## src/rtl/fp_div.sv

```systemverilog
// rtl/fp_div.sv - sequential binary32 divider, restoring radix-2, truncating, flush-to-zero
module fp_div (
    input  logic        fp_clk,
    input  logic        reset,
    input  logic        start,
    input  logic [31:0] A,
    input  logic [31:0] B,
    output logic        busy,
    output logic        done,
    output logic [31:0] Out,
    output logic        div_by_zero
);

    typedef enum logic [2:0] {
        S_IDLE,
        S_SETUP,
        S_DIVIDE,
        S_NORM,
        S_DONE
    } state_t;

    state_t             state;
    logic [31:0]        a_reg;
    logic [31:0]        b_reg;
    logic               sign;
    logic signed [9:0]  e;
    logic [23:0]        mb;
    logic [25:0]        r;
    logic [24:0]        q;
    logic [4:0]         cnt;

    logic [7:0]  a_exp, b_exp;
    logic [22:0] a_frac, b_frac;
    logic        a_zero, b_zero, a_inf, b_inf, a_nan, b_nan;
    logic [25:0] r_diff;
    logic        r_ge;

    assign a_exp  = a_reg[30:23];
    assign b_exp  = b_reg[30:23];
    assign a_frac = a_reg[22:0];
    assign b_frac = b_reg[22:0];
    assign a_zero = (a_exp == 8'h00);
    assign b_zero = (b_exp == 8'h00);
    assign a_inf  = (a_exp == 8'hff) && (a_frac == 23'h0);
    assign b_inf  = (b_exp == 8'hff) && (b_frac == 23'h0);
    assign a_nan  = (a_exp == 8'hff) && (a_frac != 23'h0);
    assign b_nan  = (b_exp == 8'hff) && (b_frac != 23'h0);
    assign r_diff = r - {2'b00, mb};
    assign r_ge   = (r >= {2'b00, mb});

    // Quotient lies in (0.5, 2): a leading zero costs one exponent step
    logic signed [9:0] n_exp;
    logic [22:0]       n_frac;
    always_comb begin
        n_exp  = e;
        n_frac = q[23:1];
        if (!q[24]) begin
            n_exp  = e - 10'sd1;
            n_frac = q[22:0];
        end
    end

    always_ff @(posedge fp_clk or posedge reset) begin
        if (reset) begin
            state       <= S_IDLE;
            a_reg       <= 32'h0;
            b_reg       <= 32'h0;
            sign        <= 1'b0;
            e           <= 10'sd0;
            mb          <= 24'h0;
            r           <= 26'h0;
            q           <= 25'h0;
            cnt         <= 5'd0;
            busy        <= 1'b0;
            done        <= 1'b0;
            Out         <= 32'h0;
            div_by_zero <= 1'b0;
        end else begin
            case (state)
                S_IDLE: begin
                    if (start) begin
                        a_reg <= A;
                        b_reg <= B;
                        busy  <= 1'b1;
                        state <= S_SETUP;
                    end
                end
                S_SETUP: begin
                    sign <= a_reg[31] ^ b_reg[31];
                    if (a_nan || b_nan || (a_zero && b_zero) || (a_inf && b_inf)) begin
                        Out         <= 32'h7fc00000;
                        div_by_zero <= 1'b0;
                        done        <= 1'b1;
                        state       <= S_DONE;
                    end else if (a_inf) begin
                        Out         <= {a_reg[31] ^ b_reg[31], 8'hff, 23'h0};
                        div_by_zero <= 1'b0;
                        done        <= 1'b1;
                        state       <= S_DONE;
                    end else if (b_zero) begin
                        Out         <= {a_reg[31] ^ b_reg[31], 8'hff, 23'h0};
                        div_by_zero <= 1'b1;
                        done        <= 1'b1;
                        state       <= S_DONE;
                    end else if (a_zero || b_inf) begin
                        Out         <= {a_reg[31] ^ b_reg[31], 31'h0};
                        div_by_zero <= 1'b0;
                        done        <= 1'b1;
                        state       <= S_DONE;
                    end else begin
                        e     <= $signed({2'b00, a_exp}) - $signed({2'b00, b_exp}) + 10'sd127;
                        mb    <= {1'b1, b_frac};
                        r     <= {2'b01, a_frac};
                        q     <= 25'h0;
                        cnt   <= 5'd25;
                        state <= S_DIVIDE;
                    end
                end
                S_DIVIDE: begin
                    if (r_ge) begin
                        r <= {r_diff[24:0], 1'b0};
                        q <= {q[23:0], 1'b1};
                    end else begin
                        r <= {r[24:0], 1'b0};
                        q <= {q[23:0], 1'b0};
                    end
                    cnt <= cnt - 5'd1;
                    if (cnt == 5'd1) begin
                        state <= S_NORM;
                    end
                end
                S_NORM: begin
                    if (n_exp >= 10'sd255) begin
                        Out <= {sign, 8'hff, 23'h0};
                    end else if (n_exp <= 10'sd0) begin
                        Out <= {sign, 31'h0};
                    end else begin
                        Out <= {sign, n_exp[7:0], n_frac};
                    end
                    div_by_zero <= 1'b0;
                    done        <= 1'b1;
                    state       <= S_DONE;
                end
                S_DONE: begin
                    done  <= 1'b0;
                    busy  <= 1'b0;
                    state <= S_IDLE;
                end
                default: begin
                    done  <= 1'b0;
                    busy  <= 1'b0;
                    state <= S_IDLE;
                end
            endcase
        end
    end

endmodule
```

## config.mk

```make
export PLATFORM = sky130hd
export DESIGN_NAME = fp_div
export DESIGN_NICKNAME = d
export VERILOG_FILES = /design/src/rtl/fp_div.sv
export SDC_FILE = /design/constraint.sdc
export NUM_CORES = 1
export LEC_CHECK = 0
export CAP_MARGIN = 10
export CORE_MARGIN = 3
export CORE_UTILIZATION = 30
export CTS_CLUSTER_DIAMETER = 60
export CTS_CLUSTER_SIZE = 16
export DETAILED_ROUTE_END_ITERATION = 10
export MAX_ROUTING_LAYER = met4
export PLACE_DENSITY = 0.51
export REMOVE_ABC_BUFFERS = 1
export SYNTH_ARGS = -nofsm -noshare
export SYNTH_HDL_FRONTEND = slang
export SYNTH_SLANG_ARGS = --single-unit
```

## constraint.sdc

```tcl
create_clock -name fp_clk -period 7.3 [get_ports fp_clk]
set_input_delay 1.825 -clock fp_clk [delete_from_list [all_inputs] [get_ports fp_clk]]
set_output_delay 1.825 -clock fp_clk [all_outputs]
set_load 0.02 [all_outputs]
```

==> metrics.yaml, run 1 <==
status: "completed"
grt_use_total: 0.1421
worstHoldEndpoint: "mb[23]"
r2r_end: "r[11]"
swShare: 0.4292
crit_slowest_cell: "buf_4"
ys.flop_type: "dfrtp_1"
fp.dieW_um: 189.6
r2r_setup_slack_ps: 3920
core.rowCount: 66
ant_nets: 0
path_clk_slew_ps: 80
regToRegStartpoint: "mb[0]"
drt-initial-drc-count: 334
seq_power_share: 0.316
synth_area_leaders: "dfrtp_1 48%, mux2_2 6.7%, nand2_1 5.6%"
synthAdderAreaFrac: 0.04851
antenna_found_initial: 0
die_area_um2: 35940
postSynthAreaPerCell_um2: 9.921
wl_per_cell_um: 15.38
gr-total-overflow: 0
syn_area_um2: 10110
worstHoldStart: "mb[23]"
clkPwrFrac: 0.160
yosysUniqueCellTypes: 66
core_um2: 32870
numCtsBuffers: 17
netlist_instances: 1019
die_h_um: 189.6
power.density_nw_per_um2: 485.0
power_leakage_nw: 5.147
start_kind: "input port"
finalPower_mw: 5.908
synth_top_family_by_area: "simple AND/OR/NAND/NOR gates"
root_buffer: "clkbuf_16"
post_cts_buffers: 0
crit_type: "in -> reg"
netlist.area_leader.share: 0.4777
synthXorXnorAreaFrac: 0.03453
cts_resized: 0
ir_worst_vdd_mv: 0.2216
synthArstFlopShare: 1.000
combPwrFrac: 0.524
grt_use_met2: 0.2229
final_cell_mix: "193 x dfrtp_1, 150 x nand2_1, 101 x clkdlybuf4s50_1"
cts.sinks: 193
grt_pass1_vias: 7487
firstDrtPassIters: 5
yosys.area_share.simple: 0.1494
synthMuxAreaShare: 0.1114
arrival_ps: 3760
synth-seq-area-share: 0.4777
area.growth.synth_to_final_pct: 20.50
grtUsageMet1: 0.1951
final.period_utilization: 0.4722
p_int_mw: 3.372
hpwl_um: 16700
p_switching_mw: 2.536
synth_compound_area_frac: 0.1416
post-route-drc-count: 0
grt.busiest_layer: "met2"
grt_max_degree: 148
cp_max_fo: 72
clkLatencyLatePin_ps: 440
cts_tree: "built"
postRouteWirelength_um: 24010
io_buffers: 101
slowest_delay_ps: 700
drive_above_1_share: 0.1197
setup_violations: 0
via_per_inst: 4.821
crit_chain: "clkdlybuf4s50_1 -> nand2b_1 -> nor3_2 -> buf_4 -> mux2_2"
synth_edf_count: 0
crit_required_ps: 7620
n_antenna_cell: 0
hold_class: "reg -> reg"
pin_count: 102
grt_use_met3: 0.02432
cp-end-kind: "flop"
min_path_cells: 2
slew_violations: 0
globalplace.congestion: 0.7830
fillers: 3416
relSlewSlack: 0.2295
cap_violations: 0
cts_hold_buffers: 0
h-tree-depth: 4
tightest_slew_ps: 1154
clock_path_buffers: 2
start_util: 0.3076
layout.nets: 1211
synth_area_leader_cell: "dfrtp_1"
grt_pass1_wl_um: 40190
setup_tns_ps: 0
yosys_warnings: 0
reg2regPathDepth: 11
final_common_cell: "dfrtp_1"
via_count: 7526
fin_skew_ps: 14.26
rsz0062_at_grt: "false"
ys_seq_elements: 193
final_hold_viol_count: 0
clock.fmax_mhz: 290.1
period_minus_slack_ps: 3447
[metrics by stage]
step / std cells / hold WS [ps] / area [um^2] / util / worst slack (ps)
2_1_floorplan: 976 / 418.1 / 9928 / - / 185.8
3_3_place_gp: 1529 / 437.3 / 11590 / 0.3526 / 3414
6_report: 1561 / 453.9 / 12180 / 0.3706 / 3853
4_1_cts: 1561 / 462.4 / 12180 / 0.3706 / 3889
3_5_place_dp: 1529 / 443.2 / 11590 / 0.3526 / 3415
5_1_grt: 1561 / 498.2 / 12180 / 0.3706 / 3680
[layout make-up]
class | instances | area [um^2] | area share
Sequential cell | 193 | 4830 | 0.3965
Inverter | 51 | 198.9 | 0.01633
Timing Repair Buffer | 111 | 1086 | 0.08915
Clock inverter | 14 | 152.6 | 0.01253
Clock buffer | 18 | 439.2 | 0.03605
Tap cell | 442 | 553.0 | 0.04540
Multi-Input combinational cell | 732 | 4922 | 0.4041
[worst max path at each step]
| stage | slack [ps] | start | endpoint | cells after the start |
|---|---|---|---|---|
| finish | 3850 | start | b_reg[13] | 5 |
| global route | 3680 | reset | r[24] | 3 |
| CTS | 3890 | reset | r[24] | 3 |
| detailed placement | 3410 | reset | b_reg[19] | 3 |
| global placement | 3410 | reset | b_reg[20] | 3 |
| floorplan | 190 | start | a_reg[0] | 3 |
[kinds of logic after synthesis]
logic type	Yosys count
simple gates	325
compound gates	225
flops	193
mux	105
buf+inv	94
xor+xnor	39
fa+ha+maj	38
[routing by layer]
metal | vias up | share of wire
met3 | 13 | 0.038
met2 | 131 | 0.46
met4 | 0 | 0.0075
met5 | - | 0
met1 | 3604 | 0.50
li1 | 3778 | -
[Yosys cell counts, types with 2 or more instances]
master and n:
o21a_1 5, o21ai_0 79, or3_1 5, buf_6 2, mux2i_1 45, nand4b_1 2
a22oi_1 21, a21boi_0 4, a21o_1 7, o31a_1 2, o21ai_1 5, nand3_1 38
or4_1 2, and3_1 5, and2_1 7, nor4_1 22, inv_1 50, fa_1 2
o31ai_1 2, o211ai_1 7, nor2b_1 5, dfrtp_1 193, nor3_1 13, and4_1 2
a22o_1 2, xor2_1 16, xnor2_1 22, clkbuf_1 36, ha_1 36, o2111ai_1 2
o21ai_2 20, a211o_1 2, buf_2 4, nor2_1 49, nand2b_1 10, a21oi_1 46
mux2_2 60, nand4_1 9, nand2_1 150, a31oi_1 4
[power by group through the flow]
stage	Sequential (mW)	Clock [mW]	Combinational, mW
floorplan	1.82	0	2.39
global placement	1.89	0	3.08
detailed placement	1.89	0	3.11
CTS	1.88	0.984	3.13
global route	1.94	1.02	3.53
finish	1.87	0.947	3.09
[critical path: cells and delay by family]
family / cells / cell delay [ps]
mux: 1 / 420
simple gates: 2 / 240
buf+inv: 2 / 1210
Note: power is estimated with default switching activity, not from simulation.
==> run 2, diff against run 1 <==
==> constraint.sdc (replaced) <==
create_clock -name fp_clk -period 2.84 [get_ports fp_clk]
set_input_delay 0.71 -clock fp_clk [delete_from_list [all_inputs] [get_ports fp_clk]]
set_output_delay 0.71 -clock fp_clk [all_outputs]
set_load 0.02 [all_outputs]
==> run 2 against run 1 <==
  * Cell count increased by 1.5%
  * Sequential share of layout area decreased by 1.1 points
  * Routed wire length increased by 2.5%
  * Combinational power increased to 2.8 times the previous value
  * Largest cell class unchanged
  * Critical path depth increased by 6
  * Sequential cell count unchanged
  * Design area increased by 2.8%
  * Worst setup slack got worse by 3700 ps
  * Via count increased by 2.8%
  * Register-to-register slack got worse by 3800 ps
  * Critical endpoint is now r[19]
==> metrics.yaml, run 2 (synthesis gave the netlist of run 1 again) <==
globalplace.congestion: 0.8278  # was 0.7830
cp_max_fo: 10  # was 72
r2r_setup_slack_ps: 130  # was 3920 ps
layout.cells.non_filler: 1585  # was 1561
arrival_ps: 3030  # was 3760 ps
antenna_found_initial: 0  # unchanged
fp.dieW_um: 189.6  # unchanged
start_kind: "flop"  # was input port
drive_above_1_share: 0.1487  # was 0.1197
die_area_um2: 35940  # unchanged
h-tree-depth: 4  # unchanged
setup_violations: 0  # unchanged
setup_tns_ps: 0  # unchanged
crit_required_ps: 3160  # was 7620 ps
cts_tree: "built"  # unchanged
hold_class: "reg -> reg"  # unchanged
pin_count: 102  # unchanged
wl_per_cell_um: 15.52  # was 15.38 um
start_util: 0.3076  # unchanged
via_count: 7737  # was 7526
clock.fmax_mhz: 369.0
cts.sinks: 193  # unchanged
relSlewSlack: 0.5703  # was 0.2295
final_common_cell: "dfrtp_1"  # unchanged
place_ws_ps: -82.88  # was 3415 ps
post-route-drc-count: 0  # unchanged
final_hold_viol_count: 0  # unchanged
ant_nets: 0  # unchanged
tightest_slew_ps: 638.6  # was 1154 ps
status: "completed"  # unchanged
worst_slack_ps: 130.1  # was 3853 ps
gr-total-overflow: 0  # unchanged
layout.nets: 1235  # was 1211
power.density_nw_per_um2: 1274  # was 485.0 nW/um^2
core.rowCount: 66  # unchanged
cp-end-kind: "flop"  # unchanged
period_minus_slack_ps: 2710
ir_worst_vdd_mv: 0.5149  # was 0.2216 mV
core_um2: 32870  # unchanged
grt_max_degree: 88  # was 148
fin_skew_ps: 12.37  # was 14.26 ps
io_buffers: 101  # unchanged
clkLatencyLatePin_ps: 440  # about the same
hpwl_um: 17510  # was 16700 um
grt_pass1_vias: 7772  # was 7487
grt_pass1_wl_um: 41120  # was 40190 um
die_h_um: 189.6  # unchanged
final.period_utilization: 0.9542
dpl.cell_count: 1549  # was 1529
firstDrtPassIters: 5  # unchanged
cap_violations: 0  # unchanged
n_antenna_cell: 0  # unchanged
postRouteWirelength_um: 24600  # was 24010 um
rsz0062_at_grt: "true"  # was false
via_per_inst: 4.881  # was 4.821
final_cell_mix: "193 x dfrtp_1, 150 x nand2_1, 101 x clkdlybuf4s50_1"  # unchanged
clock_path_buffers: 2  # unchanged
crit_type: "reg -> reg"  # was in -> reg
root_buffer: "clkbuf_16"  # unchanged
area.growth.synth_to_final_pct: 23.82  # was 20.50%
path_clk_slew_ps: 70  # was 80 ps
numCtsBuffers: 17  # unchanged
slew_violations: 0  # unchanged
grt_use_total: 0.1451  # was 0.1421
power_leakage_nw: 5.291  # was 5.147 nW
drt-initial-drc-count: 392  # was 334
-- run 2: changes by cell type in the layout (fill, tap and decap cells not counted), moves of 3 or more --
| cell | previous run | this run |
|---|---|---|
| a21oi_1 | 46 | 43 |
| buf_12 | 0 | 7 |
| buf_4 | 10 | 24 |
| a21oi_2 | 0 | 3 |
| clkinvlp_4 | 1 | 4 |
-- run 2: path summary, 6_finish.rpt --
path                        start       end  cells past startpoint
max in group asynchronous   reset  b_reg[6]                      3
hold / removal             mb[23]    mb[23]                      2
min in group asynchronous   reset   Out[26]                      2
setup reg to reg            mb[0]     r[19]                     11
hold reg to reg            mb[23]    mb[23]                      2
setup / recovery            mb[0]     r[19]                     11
-- run 2: timing repair --
item / in CTS / in global routing
gates resized for setup: 2 / 21
setup buffers: 0 / 4
pin swaps: 0 / 5
hold buffers: 0 / 0
setup endpoints to repair: 21 / 27
-- run 2: power by group --
| part | total (mW) | switching (mW) | internal [mW] |
|---|---|---|---|
| Combinational | 8.75 | 4.72 | 4.03 |
| Sequential | 4.80 | 0.928 | 3.87 |
| Clock | 2.39 | 1.14 | 1.26 |
| Total | 15.9 | 6.79 | 9.16 |
-- run 2: critical path, stage by stage (launching register included) --
cell	delay [ps]
dfrtp_1	390
ha_2	200
fa_2	360
nor2b_2	140
o31a_1	230
o311ai_2	110
and3_1	180
a211o_1	350
nand3_4	140
buf_6	190
mux2i_1	200
o21ai_0	90
-- run 2: area by class of cell --
type | count | area (um^2)
inverters | 51 | 198.9
well taps | 442 | 553.0
flip-flops and latches | 193 | 4830
multi-input cells | 732 | 4992
fillers | 3343 | 20350
repair buffers | 135 | 1373
clock inverters | 12 | 125.1
clock buffers | 20 | 446.7
-- run 2: metal layers --
layer  track usage  share of wire
met1        0.2003           0.50
met2        0.2235           0.45
met3       0.02524          0.039
met4       0.03554          0.013
met5             -              0
-- run 2: stage by stage --
stage	util	total power, mW	area [um^2]	hold WS, ps
after global placement	0.3598	13.19	11830	443.3
after global routing	0.3809	17.42	12520	506.8
after floorplan	-	10.82	9928	418.1
final	0.3809	15.95	12520	459.8
after detailed placement	0.3598	13.25	11830	446.6
after CTS	0.3775	15.78	12410	464.9
==> run 3, diff against run 2 <==
--- a/config.mk
+++ b/config.mk
@@ -12,7 +12,7 @@
 export CTS_CLUSTER_SIZE = 16
 export DETAILED_ROUTE_END_ITERATION = 10
 export MAX_ROUTING_LAYER = met4
-export PLACE_DENSITY = 0.51
+export PLACE_DENSITY = 0.49
 export REMOVE_ABC_BUFFERS = 1
 export SYNTH_ARGS = -nofsm -noshare
 export SYNTH_HDL_FRONTEND = slang
==> constraint.sdc (replaced) <==
create_clock -name fp_clk -period 3.4 [get_ports fp_clk]
set_input_delay 0.85 -clock fp_clk [delete_from_list [all_inputs] [get_ports fp_clk]]
set_output_delay 0.85 -clock fp_clk [all_outputs]
set_load 0.005 [all_outputs]
==> run 3 against run 2 <==
  * Design area down 1.7%
  * Critical path depth down 3
  * Maximum frequency decreased by 9.0%
  * Routed wire length is 0.25% lower
  * Die area unchanged
  * Clock skew increased by 4.1 ps
  * Sequential power down 17%
  * First-iteration DRC count shrank 3.1%
  * Sequential cell count did not move
  * Sequential share of layout area up 0.66 points
  * Non-clock buffer count fell by 17
  * Cell count decreased by 1.1%
  * Critical endpoint is now Out[13]
  * Highest routed layer unchanged
==> metrics.yaml, run 3 (synthesis gave the netlist of run 1 again) <==
cp-end-kind: "flop"  # unchanged
place_ws_ps: 422.7  # was -82.88 ps
layout.cells.non_filler: 1568  # was 1585
cap_violations: 0  # unchanged
wl_per_cell_um: 15.65  # was 15.52 um
ant_nets: 0  # unchanged
io_buffers: 101  # unchanged
dpl.cell_count: 1536  # was 1549
crit_type: "reg -> reg"  # unchanged
start_util: 0.3076  # unchanged
setup_violations: 0  # unchanged
ir_worst_vdd_mv: 0.4711  # was 0.5149 mV
cp_max_fo: 23  # was 10
tightest_slew_ps: 850.4  # was 638.6 ps
cts_tree: "built"  # unchanged
worstSetupStartpoint: "e[2]"  # was mb[0]
slew_violations: 0  # unchanged
clock.fmax_mhz: 335.9  # was 369.0 MHz
firstDrtPassIters: 4  # was 5
relSlewSlack: 0.4331  # was 0.5703
crit_required_ps: 3710  # was 3160 ps
fin_skew_ps: 16.46  # was 12.37 ps
endpoint: "Out[13]"  # was r[19]
die_area_um2: 35940  # unchanged
layout.nets: 1218  # was 1235
hpwl_um: 17400  # was 17510 um
power.density_nw_per_um2: 1042  # was 1274 nW/um^2
drive_above_1_share: 0.1234  # was 0.1487
r2r_end: "Out[13]"  # was r[19]
grt_max_degree: 88  # unchanged
gr-total-overflow: 0  # unchanged
core_um2: 32870  # unchanged
period_minus_slack_ps: 2977  # was 2710 ps
root_buffer: "clkbuf_16"  # unchanged
worst_slack_ps: 423.2  # was 130.1 ps
die_h_um: 189.6  # unchanged
post-route-drc-count: 0  # unchanged
drt-initial-drc-count: 380  # was 392
pin_count: 102  # unchanged
hold_class: "reg -> reg"  # unchanged
numCtsBuffers: 17  # unchanged
start_kind: "flop"  # unchanged
grt_pass1_wl_um: 41270  # was 41120 um
cts.sinks: 193  # unchanged
cts_resized: 0  # was 2
final_common_cell: "dfrtp_1"  # unchanged
finish.utilization: 0.3745  # was 0.3809
core.rowCount: 66  # unchanged
antenna_found_initial: 0  # unchanged
grt_pass1_vias: 7655  # was 7772
arrival_ps: 3290  # was 3030 ps
area.growth.synth_to_final_pct: 21.76  # was 23.82%
power_leakage_nw: 5.204  # was 5.291 nW
postRouteWirelength_um: 24540  # was 24600 um
post_cts_buffers: 0  # unchanged
n_antenna_cell: 0  # unchanged
clkLatencyLatePin_ps: 450  # was 440 ps
r2r_setup_slack_ps: 420  # was 130 ps
final_hold_viol_count: 0  # unchanged
cts_hold_buffers: 0  # unchanged
regToRegStartpoint: "e[2]"  # was mb[0]
path_clk_slew_ps: 80  # was 70 ps
rsz0062_at_grt: "false"  # was true
grt_use_total: 0.1460  # was 0.1451
h-tree-depth: 4  # unchanged
status: "completed"  # unchanged
reg2regPathDepth: 8  # was 11
via_count: 7579  # was 7737
globalplace.congestion: 0.8174  # was 0.8278
final.period_utilization: 0.8755  # was 0.9542
via_per_inst: 4.834  # was 4.881
min_path_cells: 2  # unchanged
fp.dieW_um: 189.6  # unchanged
clock_path_buffers: 2  # unchanged
final_cell_mix: "193 x dfrtp_1, 150 x nand2_1, 101 x clkdlybuf4s50_1"  # unchanged
## run 3: metrics by stage
stage / instance area, um^2 / total power [mW] / setup TNS [ps] / hold slack, ps
2_1_floorplan: 9928 / 8.931 / -747180 / 418.1
3_3_place_gp: 11690 / 10.71 / 0 / 445.4
5_1_grt: 12310 / 14.08 / 0 / 511.7
3_5_place_dp: 11690 / 10.76 / 0 / 452.8
6_report: 12310 / 12.83 / 0 / 474.1
4_1_cts: 12310 / 13.00 / 0 / 471.9
## run 3: how the worst min path moves through the flow
stage / startpoint / endpoint / slack [ps]
finish: mb[23] / mb[23] / 470
global route: mb[0] / mb[0] / 510
detailed placement: mb[23] / mb[23] / 450
floorplan: mb[23] / mb[23] / 420
CTS: mb[23] / mb[23] / 470
global placement: mb[23] / mb[23] / 450
## run 3: layer usage
layer  vias up  global-route usage  part of all wire
li1       3790                   -                 -
met1      3667              0.2015              0.51
met2       104              0.2260              0.45
met3        18             0.02359             0.026
met4         0             0.03554             0.014
met5         -                   -                 0
## run 3: cell type report
cell class	instances	area, um^2
repair buffers	118	1189
clock inverters	14	190.2
well taps	442	553.0
clock buffers	18	429.2
inverters	51	198.9
fillers	3387	20560
multi-input cells	732	4920
flip-flops and latches	193	4830
## run 3: worst max-delay path, stage by stage (launching register included)
cell and delay, ps:
dfrtp_1 440, or4_4 600, nor4_4 270, xnor2_2 220, inv_2 120, o31ai_2 510, a311o_1 190, buf_4 350
o21ai_1 130
## run 3: report_power, final
group | switching (mW) | total (mW) | internal, mW
combinational | 3.66 | 6.65 | 3.00
clock | 0.982 | 2.17 | 1.19
sequential | 0.769 | 4.00 | 3.24
total | 5.41 | 12.8 | 7.42
